`config.mk`:
```
export PLATFORM = sky130hd
export DESIGN_NAME = fetch_ctrl
export DESIGN_NICKNAME = d
export VERILOG_FILES = /design/src/rtl/fetch_ctrl.sv
export SDC_FILE = /design/constraint.sdc
export NUM_CORES = 1
export LEC_CHECK = 0
export ABC_AREA = 1
export CAP_MARGIN = 20
export CORE_MARGIN = 3
export CORE_UTILIZATION = 40
export DETAILED_ROUTE_END_ITERATION = 8
export DONT_BUFFER_PORTS = 1
export GPL_ROUTABILITY_DRIVEN = 1
export PLACE_DENSITY_LB_ADDON = 0.3
export SLEW_MARGIN = 20
export SYNTH_ARGS = -nofsm -noshare
export SYNTH_HDL_FRONTEND = slang
export SYNTH_SLANG_ARGS = --single-unit
```
`constraint.sdc`:
```
create_clock -name clk -period 3.8 [get_ports clk]
set_input_delay 0.38 -clock clk [delete_from_list [all_inputs] [get_ports clk]]
set_output_delay 0.38 -clock clk [all_outputs]
set_load 0.1 [all_outputs]
```
`src/rtl/fetch_ctrl.sv`:
```
// fetch_ctrl: multi-cycle instruction fetch sequencer.
//
// Keeps the next fetch PC and has at most one request in flight to a
// req/ack instruction memory. Each returned word goes to decode through a
// valid/ready register stage. A redirect from execute replaces the fetch
// PC. If a request is in flight when the redirect arrives, that request
// is allowed to finish and its data is thrown away (KILL state).
//
// Ports:
//   clk, rst_n         rising-edge clock, synchronous active-low reset
//   stall              hazard hold; blocks issue of a new request
//   redirect,
//   redirect_pc        execute-stage redirect strobe and target
//   imem_req,
//   imem_addr          memory request; address is stable while req=1
//   imem_ack,
//   imem_rdata         memory completion and instruction word
//   if_valid, if_pc,
//   if_inst            fetched instruction to decode
//   id_ready           decode accepts the instruction
//   busy               high whenever the sequencer is not IDLE
module fetch_ctrl #(
  parameter logic [31:0] RESET_PC = 32'h0000_0000,
  parameter logic [31:0] PC_STEP  = 32'd4
) (
  input  logic        clk,
  input  logic        rst_n,
  input  logic        stall,
  input  logic        redirect,
  input  logic [31:0] redirect_pc,
  output logic        imem_req,
  output logic [31:0] imem_addr,
  input  logic        imem_ack,
  input  logic [31:0] imem_rdata,
  output logic        if_valid,
  output logic [31:0] if_pc,
  output logic [31:0] if_inst,
  input  logic        id_ready,
  output logic        busy
);

  typedef enum logic [1:0] {
    IDLE  = 2'd0,
    FETCH = 2'd1,
    HOLD  = 2'd2,
    KILL  = 2'd3
  } state_e;

  state_e      state_q, state_d;
  logic [31:0] pc_q, pc_d;
  logic        imem_req_q, imem_req_d;
  logic [31:0] imem_addr_q, imem_addr_d;
  logic        if_valid_q, if_valid_d;
  logic [31:0] if_pc_q, if_pc_d;
  logic [31:0] if_inst_q, if_inst_d;

  always_comb begin
    // NOTE: every value driven here gets a default first (hold current
    // value) so no path through the case leaves one unassigned and infers
    // a latch.
    state_d     = state_q;
    pc_d        = pc_q;
    imem_req_d  = imem_req_q;
    imem_addr_d = imem_addr_q;
    if_valid_d  = if_valid_q;
    if_pc_d     = if_pc_q;
    if_inst_d   = if_inst_q;

    case (state_q)
      IDLE: begin
        if (redirect) begin
          pc_d = redirect_pc;
        end else if (!stall) begin
          imem_addr_d = pc_q;
          imem_req_d  = 1'b1;
          state_d     = FETCH;
        end
      end

      FETCH: begin
        // stall does not affect this state: an issued request always
        // runs to completion.
        if (imem_ack) begin
          imem_req_d = 1'b0;
          if (redirect) begin
            pc_d    = redirect_pc;
            state_d = IDLE;
          end else begin
            if_inst_d  = imem_rdata;
            if_pc_d    = imem_addr_q;
            if_valid_d = 1'b1;
            pc_d       = imem_addr_q + PC_STEP;
            state_d    = HOLD;
          end
        end else if (redirect) begin
          pc_d    = redirect_pc;
          state_d = KILL;
        end
      end

      HOLD: begin
        // Both a transfer and a redirect go through IDLE. The next issue
        // decision is made there, which gives the FETCH -> HOLD -> IDLE
        // rhythm of one instruction every three cycles.
        if (redirect) begin
          if_valid_d = 1'b0;
          pc_d       = redirect_pc;
          state_d    = IDLE;
        end else if (id_ready) begin
          if_valid_d = 1'b0;
          state_d    = IDLE;
        end
      end

      KILL: begin
        // The squashed request keeps req and addr unchanged until its ack.
        // The latest redirect target wins.
        if (redirect) pc_d = redirect_pc;
        if (imem_ack) begin
          imem_req_d = 1'b0;
          state_d    = IDLE;
        end
      end

      default: state_d = IDLE;
    endcase
  end

  always_ff @(posedge clk) begin
    if (!rst_n) begin
      // NOTE: synchronous reset takes priority over everything, including an
      // ack that lands during reset. Every state flop is reset because the
      // outputs must read zero.
      state_q     <= IDLE;
      pc_q        <= RESET_PC;
      imem_req_q  <= 1'b0;
      imem_addr_q <= '0;
      if_valid_q  <= 1'b0;
      if_pc_q     <= '0;
      if_inst_q   <= '0;
    end else begin
      // NOTE: non-blocking assignments so all flops update together from
      // the values of the previous cycle.
      state_q     <= state_d;
      pc_q        <= pc_d;
      imem_req_q  <= imem_req_d;
      imem_addr_q <= imem_addr_d;
      if_valid_q  <= if_valid_d;
      if_pc_q     <= if_pc_d;
      if_inst_q   <= if_inst_d;
    end
  end

  assign imem_req  = imem_req_q;
  assign imem_addr = imem_addr_q;
  assign if_valid  = if_valid_q;
  assign if_pc     = if_pc_q;
  assign if_inst   = if_inst_q;
  assign busy      = (state_q != IDLE);

endmodule

```
==> run metrics <==
pin count of the biggest net entering global routing=117; hold slack=0.0736 ns; final WL=17.0 mm; fraction of registers with async set/reset=0; fin area=6580 sq um; fin nets=868; clock sinks=132; Clk Latency, worst-skew pair=0.42 ns; initial antenna violation count=0; Hold-fix buffers, CTS=0; Ports=169; GR Overflow Total=0; clock-pin slew of the registers on the worst-case setup and hold paths=0.06 ns; Max Slew Vio Count=0; RSZ-0062 raised after global routing=no; Buffers & Inverters on Critical Path=2; Worst Setup End Kind=flip-flop; Initial Util=0.410; routability cong.=0.853; die area=15,800 sq um; vias in the first global route=5,109; share of cells above drive strength 1=0.101; layout overhead on the synthesized area=15.1%; number of iterations in the first detailed-routing pass=5; top-count cell post-synth=nor2_1; core area=13,900 sq um; row cnt=43; largest area contributor in the netlist=dfxtp_1; Synth cell types=37; Routed WL per cell=17.1 um; required time of the critical path=4.08 ns; CTS Buf Count=17; post_cts resized=0; synth warn=0; number of max-cap violations=0; fmax=0.428 GHz; Worst Skew=0.00932 ns; Final period util=0.615; TritonCTS clock tree=done; synth top area cells=dfxtp_1, o21ai_0, nor2_1; postcts setup bufs=0; dpl cell area=5960 sq um; CP delay by family, top=simple AND/OR/NAND/NOR gates; most used cell, CP=inv_2; DRC errors left=0; Yosys top cell area share=0.462; Final min period=2.34 ns; run status=complete, no violations; WS Path Type=flip-flop to flip-flop; Syn Nets=862; Worst Setup Start Kind=flip-flop; FF+latch count, synth=132; H-tree Lvls=4; first-pass GRT wire length=26.9 mm; Max clock buf depth=2; max incr delay on CP=0.56 ns; Die Wd=126 um; EDFF count, synth=0; DRT iter0 DRCs=347; most instantiated cells after synthesis=nor2_1, dfxtp_1, o21ai_0; Cell Area, Synth=5720 sq um; setup TNS=0 ns; Leakage=2.61 nW; crit path DAT=2.62 ns; Hold Crit Class=input port to flip-flop; Filler Cell Count=1,448; Via density=5.31; HPWL after DPL=11.6 mm; CP max-delay cell=nor3_4; peak supply drop=0.000390 V; critical path, cell by cell=nor2_2 -> inv_2 -> nor3_4 -> inv_2 -> o21ai_0 -> a21oi_1; PwrDens=806 nW/um^2; die height=126 um; Rel. slew slack=0.281; vias post-DR=5,252; # diodes=0; Most used DFF post-synth=dfxtp_1; Post-Synthesis Cells=791; all-layer global routing usage=0.214; Worst-Margin Slew=1.08 ns; Post-DRT Antenna Nets=0; number of setup violations in the final report=0; Final Hold Vio Count=0; Critical Path Fanout Max=48; clock root cell=clkbuf_16; Syn Area/Cell=7.23 sq um; IO buf count=0; sequential area share after synthesis=0.462
cell usage in the layout (no fill, tap or decap), drive strengths merged:
cell,synthesis,layout
nand3,30,30
a21oi,66,66
clkinvlp,0,2
nand2,106,106
o21bai,1,1
o221ai,7,7
xnor2,1,1
nor2,165,165
or2,1,1
xor2,2,2
clkbuf,21,21
bufinv,0,3
a211oi,3,3
a221oi,2,2
dfxtp,132,132
ha,1,1
nand4,11,11
inv,63,64
nand3b,3,3
a22o,2,2
a31oi,4,4
clkinv,0,5
nor3,20,20
o22ai,2,2
a22oi,2,2
o211ai,2,2
and3,1,1
o21ai,120,120
buf,23,31
per-stage QoR:
| step | cells | utilization | power [mW] | setup slack, ns |
|---|---|---|---|---|
| after global routing | 990 | 0.472 | 5.52 | 1.16 |
| after global placement | 958 | 0.428 | 3.62 | 1.56 |
| after detailed placement | 958 | 0.428 | 3.63 | 1.44 |
| after floorplan | 791 | - | 3.39 | 1.45 |
| final | 990 | 0.472 | 5.30 | 1.46 |
| after CTS | 990 | 0.472 | 5.35 | 1.43 |
sequential cells by signal, indices dropped and copies added (netlist names):
register and count:
if_inst 32, if_pc 32, imem_addr 32, pc_q 32
state_q 2, if_valid 1, imem_req 1
metal layers:
metal / vias up / track usage / routed length [um]
li1: 2638 / - / -
met1: 2383 / 0.272 / 7500
met2: 211 / 0.326 / 7460
met3: 20 / 0.0871 / 1690
met4: 0 / 0.0784 / 321
met5: - / 0 / 0
cell type report:
class	instances	area, sq um	area share
Clock buffer	21	470	0.0715
Clock inverter	11	150	0.0228
Inverter	63	236	0.0359
Multi-Input combinational cell	552	2610	0.397
Sequential cell	132	2640	0.402
Tap cell	180	225	0.0342
Timing Repair Buffer	31	245	0.0373
logic make-up after synthesis:
kind of cell | share of synthesized area
flip-flops | 0.462
XOR/XNOR | 0.00460
adder cells (fa/ha/maj) | 0.00219
AO/OA/AOI/OAI | 0.198
AND/OR/NAND/NOR | 0.252
buffers and inverters | 0.0814
path summary, 6_finish.rpt:
check	start	end	cells after the start	slack (ns)
min reg2reg	pc_q[8]$_SDFF_PN0_	imem_addr[8]$_SDFFE_PN0P_	2	0.45
max	state_q[1]$_SDFFE_PN0P_	imem_addr[6]$_SDFFE_PN0P_	6	1.46
max reg2reg	state_q[1]$_SDFFE_PN0P_	imem_addr[6]$_SDFFE_PN0P_	6	1.46
min	rst_n	pc_q[29]$_SDFF_PN0_	2	0.07
power breakdown:
part,internal [mW],switching (mW),total (mW)
clock network,1.09,0.617,1.70
logic,0.268,0.952,1.22
registers,1.59,0.792,2.38
Power figures use the tool's default switching activity.
